`src/rtl/sap1_controller.sv`:
```
// sap1_controller: SAP-1 control sequencer.
// Steps a one-hot T-state ring (T1..T6) and decodes the control word from
// (tstate, opcode). Fetch occupies T1-T3; T4-T6 execute LDA/ADD/SUB/OUT.
// HLT freezes the ring at T4 until CLR or programming mode (prog=0).
//
// Ports:
//   CLK     in   system clock, rising edge
//   CLR     in   asynchronous active-high reset
//   prog    in   1 = run mode, 0 = programming mode
//   opcode  in   [3:0] instruction-register upper nibble
//   tstate  out  [5:0] one-hot T-state, bit0 = T1
//   Cp, Ep, nLm, nCE, nLi, nEi, nLa, Ea, Su, Eu, nLb, nLo
//           out  control word, combinational decode (n* are active-low)
//   halted  out  HLT latch
//
// Configuration macro: EARLY_END_EN
//   defined   -> LDA ends after T5, OUT/NOP end after T4
//   undefined -> every non-HLT instruction takes six T-states
module sap1_controller (
    input  logic       CLK,
    input  logic       CLR,
    input  logic       prog,
    input  logic [3:0] opcode,
    output logic [5:0] tstate,
    output logic       Cp,
    output logic       Ep,
    output logic       nLm,
    output logic       nCE,
    output logic       nLi,
    output logic       nEi,
    output logic       nLa,
    output logic       Ea,
    output logic       Su,
    output logic       Eu,
    output logic       nLb,
    output logic       nLo,
    output logic       halted
);

    localparam int unsigned OP_W = 4;
    localparam int unsigned T_W  = 6;

    localparam logic [OP_W-1:0] OP_LDA = OP_W'(4'b0000);
    localparam logic [OP_W-1:0] OP_ADD = OP_W'(4'b0001);
    localparam logic [OP_W-1:0] OP_SUB = OP_W'(4'b0010);
    localparam logic [OP_W-1:0] OP_OUT = OP_W'(4'b1110);
    localparam logic [OP_W-1:0] OP_HLT = OP_W'(4'b1111);

    typedef enum logic [T_W-1:0] {
        T1 = 6'b000001,
        T2 = 6'b000010,
        T3 = 6'b000100,
        T4 = 6'b001000,
        T5 = 6'b010000,
        T6 = 6'b100000
    } tstate_e;

    tstate_e tstate_q, tstate_d;
    logic    halted_q, halted_d;

    logic is_lda, is_add, is_sub, is_out, is_hlt, is_nop;
    logic end_at_t4, end_at_t5;

    // Opcode classification
    always_comb begin
        is_lda = (opcode == OP_LDA);
        is_add = (opcode == OP_ADD);
        is_sub = (opcode == OP_SUB);
        is_out = (opcode == OP_OUT);
        is_hlt = (opcode == OP_HLT);
        is_nop = !(is_lda || is_add || is_sub || is_out || is_hlt);
    end

    // Early instruction termination points
`ifdef EARLY_END_EN
    assign end_at_t4 = is_out || is_nop;
    assign end_at_t5 = is_lda;
`else
    assign end_at_t4 = 1'b0;
    assign end_at_t5 = 1'b0;
`endif

    // State register
    always_ff @(posedge CLK or posedge CLR) begin
        if (CLR) begin
            tstate_q <= T1;
            halted_q <= 1'b0;
        end else begin
            tstate_q <= tstate_d;
            halted_q <= halted_d;
        end
    end

    // Next T-state and HLT latch; programming mode parks at T1 and clears HLT
    always_comb begin
        tstate_d = T1;
        halted_d = 1'b0;
        if (prog) begin
            halted_d = halted_q;
            case (tstate_q)
                T1: tstate_d = T2;
                T2: tstate_d = T3;
                T3: begin
                    tstate_d = T4;
                    if (is_hlt) halted_d = 1'b1;
                end
                T4: begin
                    if (halted_q)       tstate_d = T4;
                    else if (end_at_t4) tstate_d = T1;
                    else                tstate_d = T5;
                end
                T5: tstate_d = end_at_t5 ? T1 : T6;
                T6: tstate_d = T1;
                // Non-one-hot values recover to T1
                default: begin
                    tstate_d = T1;
                    halted_d = 1'b0;
                end
            endcase
        end
    end

    // Control-word decode; inactive during reset, programming mode or halt
    always_comb begin
        Cp  = 1'b0;
        Ep  = 1'b0;
        nLm = 1'b1;
        nCE = 1'b1;
        nLi = 1'b1;
        nEi = 1'b1;
        nLa = 1'b1;
        Ea  = 1'b0;
        Su  = 1'b0;
        Eu  = 1'b0;
        nLb = 1'b1;
        nLo = 1'b1;
        if (!CLR && prog && !halted_q) begin
            case (tstate_q)
                T1: begin
                    Ep  = 1'b1;
                    nLm = 1'b0;
                end
                T2: Cp = 1'b1;
                T3: begin
                    nCE = 1'b0;
                    nLi = 1'b0;
                end
                T4: begin
                    if (is_lda || is_add || is_sub) begin
                        nLm = 1'b0;
                        nEi = 1'b0;
                    end else if (is_out) begin
                        Ea  = 1'b1;
                        nLo = 1'b0;
                    end
                end
                T5: begin
                    if (is_lda) begin
                        nCE = 1'b0;
                        nLa = 1'b0;
                    end else if (is_add || is_sub) begin
                        nCE = 1'b0;
                        nLb = 1'b0;
                    end
                end
                T6: begin
                    if (is_add || is_sub) begin
                        Eu  = 1'b1;
                        nLa = 1'b0;
                        Su  = is_sub;
                    end
                end
                default: ;
            endcase
        end
    end

    assign tstate = T_W'(tstate_q);
    assign halted = halted_q;

endmodule

```
`config.mk`:
```
export PLATFORM = sky130hd
export DESIGN_NAME = sap1_controller
export DESIGN_NICKNAME = d
export VERILOG_FILES = /design/src/rtl/sap1_controller.sv
export SDC_FILE = /design/constraint.sdc
export NUM_CORES = 1
export LEC_CHECK = 0
export CORE_UTILIZATION = 40
export CTS_BUF_LIST = sky130_fd_sc_hd__clkbuf_4
export CTS_CLUSTER_SIZE = 40
export DETAILED_ROUTE_END_ITERATION = 10
export DONT_BUFFER_PORTS = 1
export HOLD_SLACK_MARGIN = 0.05
export SYNTH_ARGS = -nofsm -noshare
export SYNTH_HDL_FRONTEND = slang
export SYNTH_SLANG_ARGS = --single-unit
```
`constraint.sdc`:
```
create_clock -name CLK -period 4 [get_ports CLK]
set_input_delay 0.6 -clock CLK [delete_from_list [all_inputs] [get_ports CLK]]
set_output_delay 0.6 -clock CLK [all_outputs]
set_load 0.01 [all_outputs]
```
==> results_dict.tcl, run 1 <==
set metrics [dict create \
    run_status "finished, final reports clean" \
    switchingPower_mw 0.09545 \
    vias 591 \
    finalNetCount 87 \
    rsz0062_at_grt "no" \
    globalRouteOverflowTotal 0 \
    timing.final.max_slew_violations 0 \
    cts.root.buffer_cell "clkbuf_4" \
    numCtsBuffers 3 \
    critical_path_required_ns 3.40 \
    timing.final.hold_violations 0 \
    synth_area_sq_um 620.6 \
    synth_edf_count 0 \
    tightest_slew_ns 0.6992 \
    swShare_pct 36.56 \
    route.final.wire_length_um 1369 \
    final_period_minus_worst_setup_slack_ns 2.768 \
    num-fill-cells 140 \
    p_comb_share_pct 29.7 \
    end_kind "output pin" \
    drt-vias-per-instance 6.287 \
    maxCapViolCount 0 \
    die-area_sq_um 1713 \
    layout-drive-gt1-share_pct 8.861 \
    dr.first_iter.drc_count 17 \
    clock_pin_slew_on_the_worst_setup_and_hold_paths_ns 0.05 \
    core_sq_um 1366 \
    num_io_pins 26 \
    clock_skews_ns 0.001456 \
    part_of_the_yosys_area_used_for_sequential_elements_pct 28.43 \
    cp_max_fo 12 \
    min_path_type "in -> async" \
    yosys-top-cells-area "dfrtp_1 (24%), nor3_1 (6.5%), nor2_1 (6.0%)" \
    synthArstFlopShare_pct 100.0 \
    most_frequent_standard_cell_in_the_layout_excluding_fill_and_tap_cells "nor2_1" \
    dp_hpwl_um 1056 \
    drcViolationCount 0 \
    antenna-diode-count 0 \
    placedCellCount 90 \
    finalSetupViolCount 0 \
    average_size_of_a_mapped_cell_sq_um 7.757 \
    drt_pre_antenna_iters 4 \
    grt_overall_usage_pct 17.21 \
    post_cts_buffers 0 \
    gate_family_responsible_for_the_most_delay_along_the_worst_path "simple AND/OR/NAND/NOR gates" \
    ir_drop_uv 204.0 \
    fmax_mhz 361.2 \
    gp_congestion 0.7505 \
    cts_tree "built" \
    clock_path_buffers 2 \
    fp.dieH_um 41.39 \
    whs_ns 0.1728 \
    ordered_list_of_cells_on_the_worst_path "or3b_1 -> or4_4 -> nor4_4 -> inv_1" \
    crit_path_max_incr_delay_ns 0.52 \
    worstPathBufferInverterCount 1 \
    synth.largest_area_cell "dfrtp_1" \
    ys.flop_type "dfrtp_1" \
    power_leakage_nw 0.2353 \
    synth-seq-cells 7 \
    syn_nets 87 \
    p_int_mw 0.1657 \
    synth.top_cell.area_share_pct 24.19 \
    synth_warnings 0 \
    final_antenna_net_count 0 \
    clock-sinks 7 \
    global_route_wire_length_before_repair_um 1938 \
    post-route-period-util_pct 69.21 \
    power.density_cell_area_nw_per_um2 403.6 \
    p_seq_share_pct 44.1 \
    syn_inst 80 \
    area.growth.synth_to_final_pct 4.234 \
    total_power_mw 0.2611 \
    worst-setup-path-type "reg -> out" \
    worst_ep_arrival_time_ns 2.17 \
    clkLatencyLatePin_ns 0.24 \
    part_of_the_total_power_dissipated_in_the_clock_network_pct 26.2 \
    fin_tns_setup_ns 0 \
    port_buffers 0 \
    timing.critical_path.from_type "register" \
    number_of_distinct_standard_cells_referenced_by_the_synthesized_netlist 33 \
    cts.repair.resized 0 \
    cts_hold_buf 0 \
    grt_start_max_net_pins 15 \
    routed_wire_length_per_instance_um 14.56 \
    layout.cells.most_common_list "nor2_1 (10), nor3_1 (8), nand2_1 (7), dfrtp_1 (6), o21ai_0 (5)" \
    grt_antenna_before_repair 0 \
    die_width_um 41.39 \
    finalNonFillerCells 94 \
    initial_utilization_pct 45.42 \
    crit_slowest_cell "dfrtp_1" \
    floorplan.rows 13 \
    cts.htree.levels 1 \
    slew-limit-headroom_pct 53.29 \
    first_global_vias 429 \
]
[final cells by class]
class	count	area, sq um	share of cell area, %
clock buffers	4	30.03	4.642
inverters	4	15.01	2.321
multi-input cells	64	406.6	62.86
flip-flops and latches	7	176.4	27.27
well taps	15	18.77	2.901
[sequential cells by signal (all words and copies together) (netlist names)]
| register | count |
|---|---|
| halted | 1 |
| tstate | 6 |
[synthesized netlist by cell type (all sizes together), types with 3 or more instances]
cell	instances
nor3	8
buf	3
nor2	10
nand2	7
nand2b	3
nor4	3
o21ai	5
dfrtp	6
inv	4
[logic make-up (layout without fill, tap and decap cells)]
family | count (synthesis) | count (layout) | share of synthesized area, %
AO/OA/AOI/OAI | 14 | 14 | 15.53
flip-flops | 7 | 7 | 28.43
buffers and inverters | 9 | 8 | 6.047
AND/OR/NAND/NOR | 47 | 47 | 45.77
XOR/XNOR | 3 | 3 | 4.235
[worst paths after layout]
kind,start,endpoint,slack (ns),depth (start not counted)
max in group asynchronous,CLR,tstate[0],3.56,1
min in group CLK,prog,tstate[1],0.50,1
max reg2reg,tstate[0],halted,2.11,4
max,tstate[1],nLo,1.23,4
min,CLR,tstate[2],0.17,1
min reg2reg,halted,tstate[4],0.60,1
[per-stage QoR]
stage                     setup slack (ns)  utilization, %  instance area, sq um
after detailed placement             1.471           45.15                 616.8
after global placement               1.512           45.15                 616.8
after global routing                 1.120           47.34                 646.9
final                                1.232           47.34                 646.9
after floorplan                      1.619               -                 620.6
after CTS                            1.204           47.34                 646.9
[power by group through the flow]
stage,sequential [mW],combinational (mW),clock [mW]
2_1_floorplan,0.0941,0.0876,0
3_3_place_gp,0.114,0.0774,0
3_5_place_dp,0.117,0.0763,0
4_1_cts,0.115,0.0771,0.0717
5_1_grt,0.118,0.0875,0.0753
6_report,0.115,0.0777,0.0684
[per-layer routing]
layer  routed length, um  share of wire [%]  global-route usage (%)
met1                 670                 49                   26.73
met2                 611                 45                   23.83
met3                  87                6.4                   3.191
met4                   0                  0                   4.839
met5                   0                  0                       0
Note: power is estimated with default switching activity, not from simulation.
==> run 2: changes to the inputs <==
==> constraint.sdc (replaced) <==
create_clock -name CLK -period 2.35 [get_ports CLK]
set_input_delay 0.3525 -clock CLK [delete_from_list [all_inputs] [get_ports CLK]]
set_output_delay 0.3525 -clock CLK [all_outputs]
set_load 0.01 [all_outputs]
==> run 2 against run 1 <==
Net effect:
- hold slack gained 0.067 ns
- non-clock buffer count is 10 higher
- final cell count up 11%
- first-iteration DRC count is 24% lower
- clock skew up 0.0010 ns
- global-route usage is 3.7 points higher
- sequential power grew 46%
- setup slack worse by 1.2 ns
- die area unchanged
- routed wire length increased by 14%
- via count rose by 4.9%
- critical endpoint is now nEi
==> results_dict.tcl, run 2 (same netlist as run 1, synthesis figures left out) <==
set metrics [dict create \
    run_status "finished, final reports clean" \
    drcViolationCount 0 \
    routed_wire_length_per_instance_um 15.03 \
    ir_drop_uv 449.1 \
    clock_skews_ns 0.002459 \
    power_leakage_nw 0.2852 \
    fmax_mhz 434.4 \
    detailedPlace.worstSlack_ns 0.2490 \
    reg2reg_setup_slack_ns 0.55 \
    timing.critical_path.from_type "register" \
    worst_ep_arrival_time_ns 1.95 \
    drt_pre_antenna_iters 4 \
    end_kind "output pin" \
    most_frequent_standard_cell_in_the_layout_excluding_fill_and_tap_cells "nor2_1" \
    layout.cells.most_common_list "nor2_1 (10), nor3_1 (8), buf_4 (8), nand2_1 (7), dfrtp_1 (6)" \
    fin_area_sq_um 732.0 \
    post-route-period-util_pct 97.95 \
    core_sq_um 1366 \
    layout-drive-gt1-share_pct 19.10 \
    clock_pin_slew_on_the_worst_setup_and_hold_paths_ns 0.05 \
    largest_register_ff_count 6 \
    reg2reg_to "halted" \
    slew-limit-headroom_pct 69.75 \
    dp_hpwl_um 1197 \
    gp_congestion 0.8201 \
    p_seq_share_pct 35.8 \
    globalRouteOverflowTotal 0 \
    timing.final.max_slew_violations 0 \
    cts.htree.levels 1 \
    p_comb_share_pct 39.5 \
    clkLatencyLatePin_ns 0.24 \
    layout_setup_ws_ns 0.04813 \
    finalNonFillerCells 104 \
    area.growth.synth_to_final_pct 17.94 \
    cts_tree "built" \
    worst-setup-path-type "reg -> out" \
    num_io_pins 26 \
    min_path_type "in -> reg" \
    switchingPower_mw 0.1703 \
    initial_utilization_pct 45.42 \
    die_width_um 41.39 \
    finalSetupViolCount 0 \
    maxCapViolCount 0 \
    grt_overall_usage_pct 20.87 \
    route.final.wire_length_um 1563 \
    global_route_wire_length_before_repair_um 2256 \
    antenna-diode-count 0 \
    die-area_sq_um 1713 \
    p_int_mw 0.2994 \
    timing.rr.start "tstate[0]" \
    fin_util_pct 53.57 \
    timing.reg2reg.worst_path_depth 4 \
    final_antenna_net_count 0 \
    drt-vias-per-instance 5.962 \
    first_global_vias 562 \
    placedCellCount 98 \
    clock_path_buffers 2 \
    worst_setup_path_endpoint "nEi" \
    vias 620 \
    dr.first_iter.drc_count 13 \
    final_period_minus_worst_setup_slack_ns 2.302 \
    timing.final.hold_violations 0 \
    critical_path_required_ns 2.00 \
    worst_setup_path_startpoint "tstate[0]" \
    detailed_place.area_sq_um 676.9 \
    cp_max_fo 8 \
    clock-sinks 7 \
    numCtsBuffers 3 \
    whs_ns 0.2398 \
    grt_antenna_before_repair 0 \
    tightest_slew_ns 0.4423 \
    floorplan.rows 13 \
    cts.root.buffer_cell "clkbuf_4" \
    part_of_the_total_power_dissipated_in_the_clock_network_pct 24.7 \
    port_buffers 0 \
    power.density_cell_area_nw_per_um2 641.7 \
    fp.dieH_um 41.39 \
    finalNetCount 97 \
    swShare_pct 36.26 \
    grt_start_max_net_pins 14 \
]
run 2: cell types whose count changed in the layout (fill, tap and decap cells not counted):
cell / change
dlygate4sd3_1: +1
or3_1: -1
buf_4: +8
buf_1: +1
nor4_1: -1
or3_4: +1
nor4_2: +1
run 2: timing repair:
item | 4_1_cts | 5_1_grt
setup buffers | 1 | 0
setup endpoints to repair | 1 | 5
hold buffers | 1 | 0
gates resized for setup | 0 | 2
endpoints found under the hold margin | 6 | 0
pin swaps | 0 | 1
run 2: worst min path at each step:
stage / from / to / slack [ns] / cells after the start
floorplan: CLR / halted / 0.16 / 1
global placement: CLR / halted / 0.19 / 1
detailed placement: CLR / halted / 0.19 / 1
CTS: prog / tstate[1] / 0.23 / 1
global route: prog / tstate[1] / 0.24 / 1
finish: prog / tstate[1] / 0.24 / 1
run 2: final cells by class:
type                            count  area, sq um
Tap cell                           15        18.77
Timing Repair Buffer               10        73.82
Clock buffer                        4        30.03
Sequential cell                     7        176.4
Fill cell                         149        634.4
Multi-Input combinational cell     64        417.9
Inverter                            4        15.01
run 2: through the flow:
step	total power, mW	setup TNS (ns)
after floorplan	0.3093	0
after global placement	0.3393	0
after detailed placement	0.3433	0
after CTS	0.4705	0
after global routing	0.5061	-0.0001472
final	0.4697	0
run 2: layer usage:
layer,track usage [%],vias to the layer above,part of all wire (%)
met4,16.13,0,0.77
met2,30.86,16,49
li1,-,313,-
met1,25.66,289,45
met3,5.319,2,4.8
met5,0,-,0
run 2: power groups by stage:
stage	Sequential, mW	Clock (mW)	Combinational, mW
2_1_floorplan	0.160	0	0.149
3_3_place_gp	0.173	0	0.166
3_5_place_dp	0.175	0	0.168
4_1_cts	0.166	0.121	0.184
5_1_grt	0.170	0.126	0.210
6_report	0.168	0.116	0.185
run 2: worst max-delay path, cell delays in order (launching register included):
cell and delay, ns:
dfstp_2 0.42, or3b_1 0.39, or4_4 0.47, or3_4 0.42
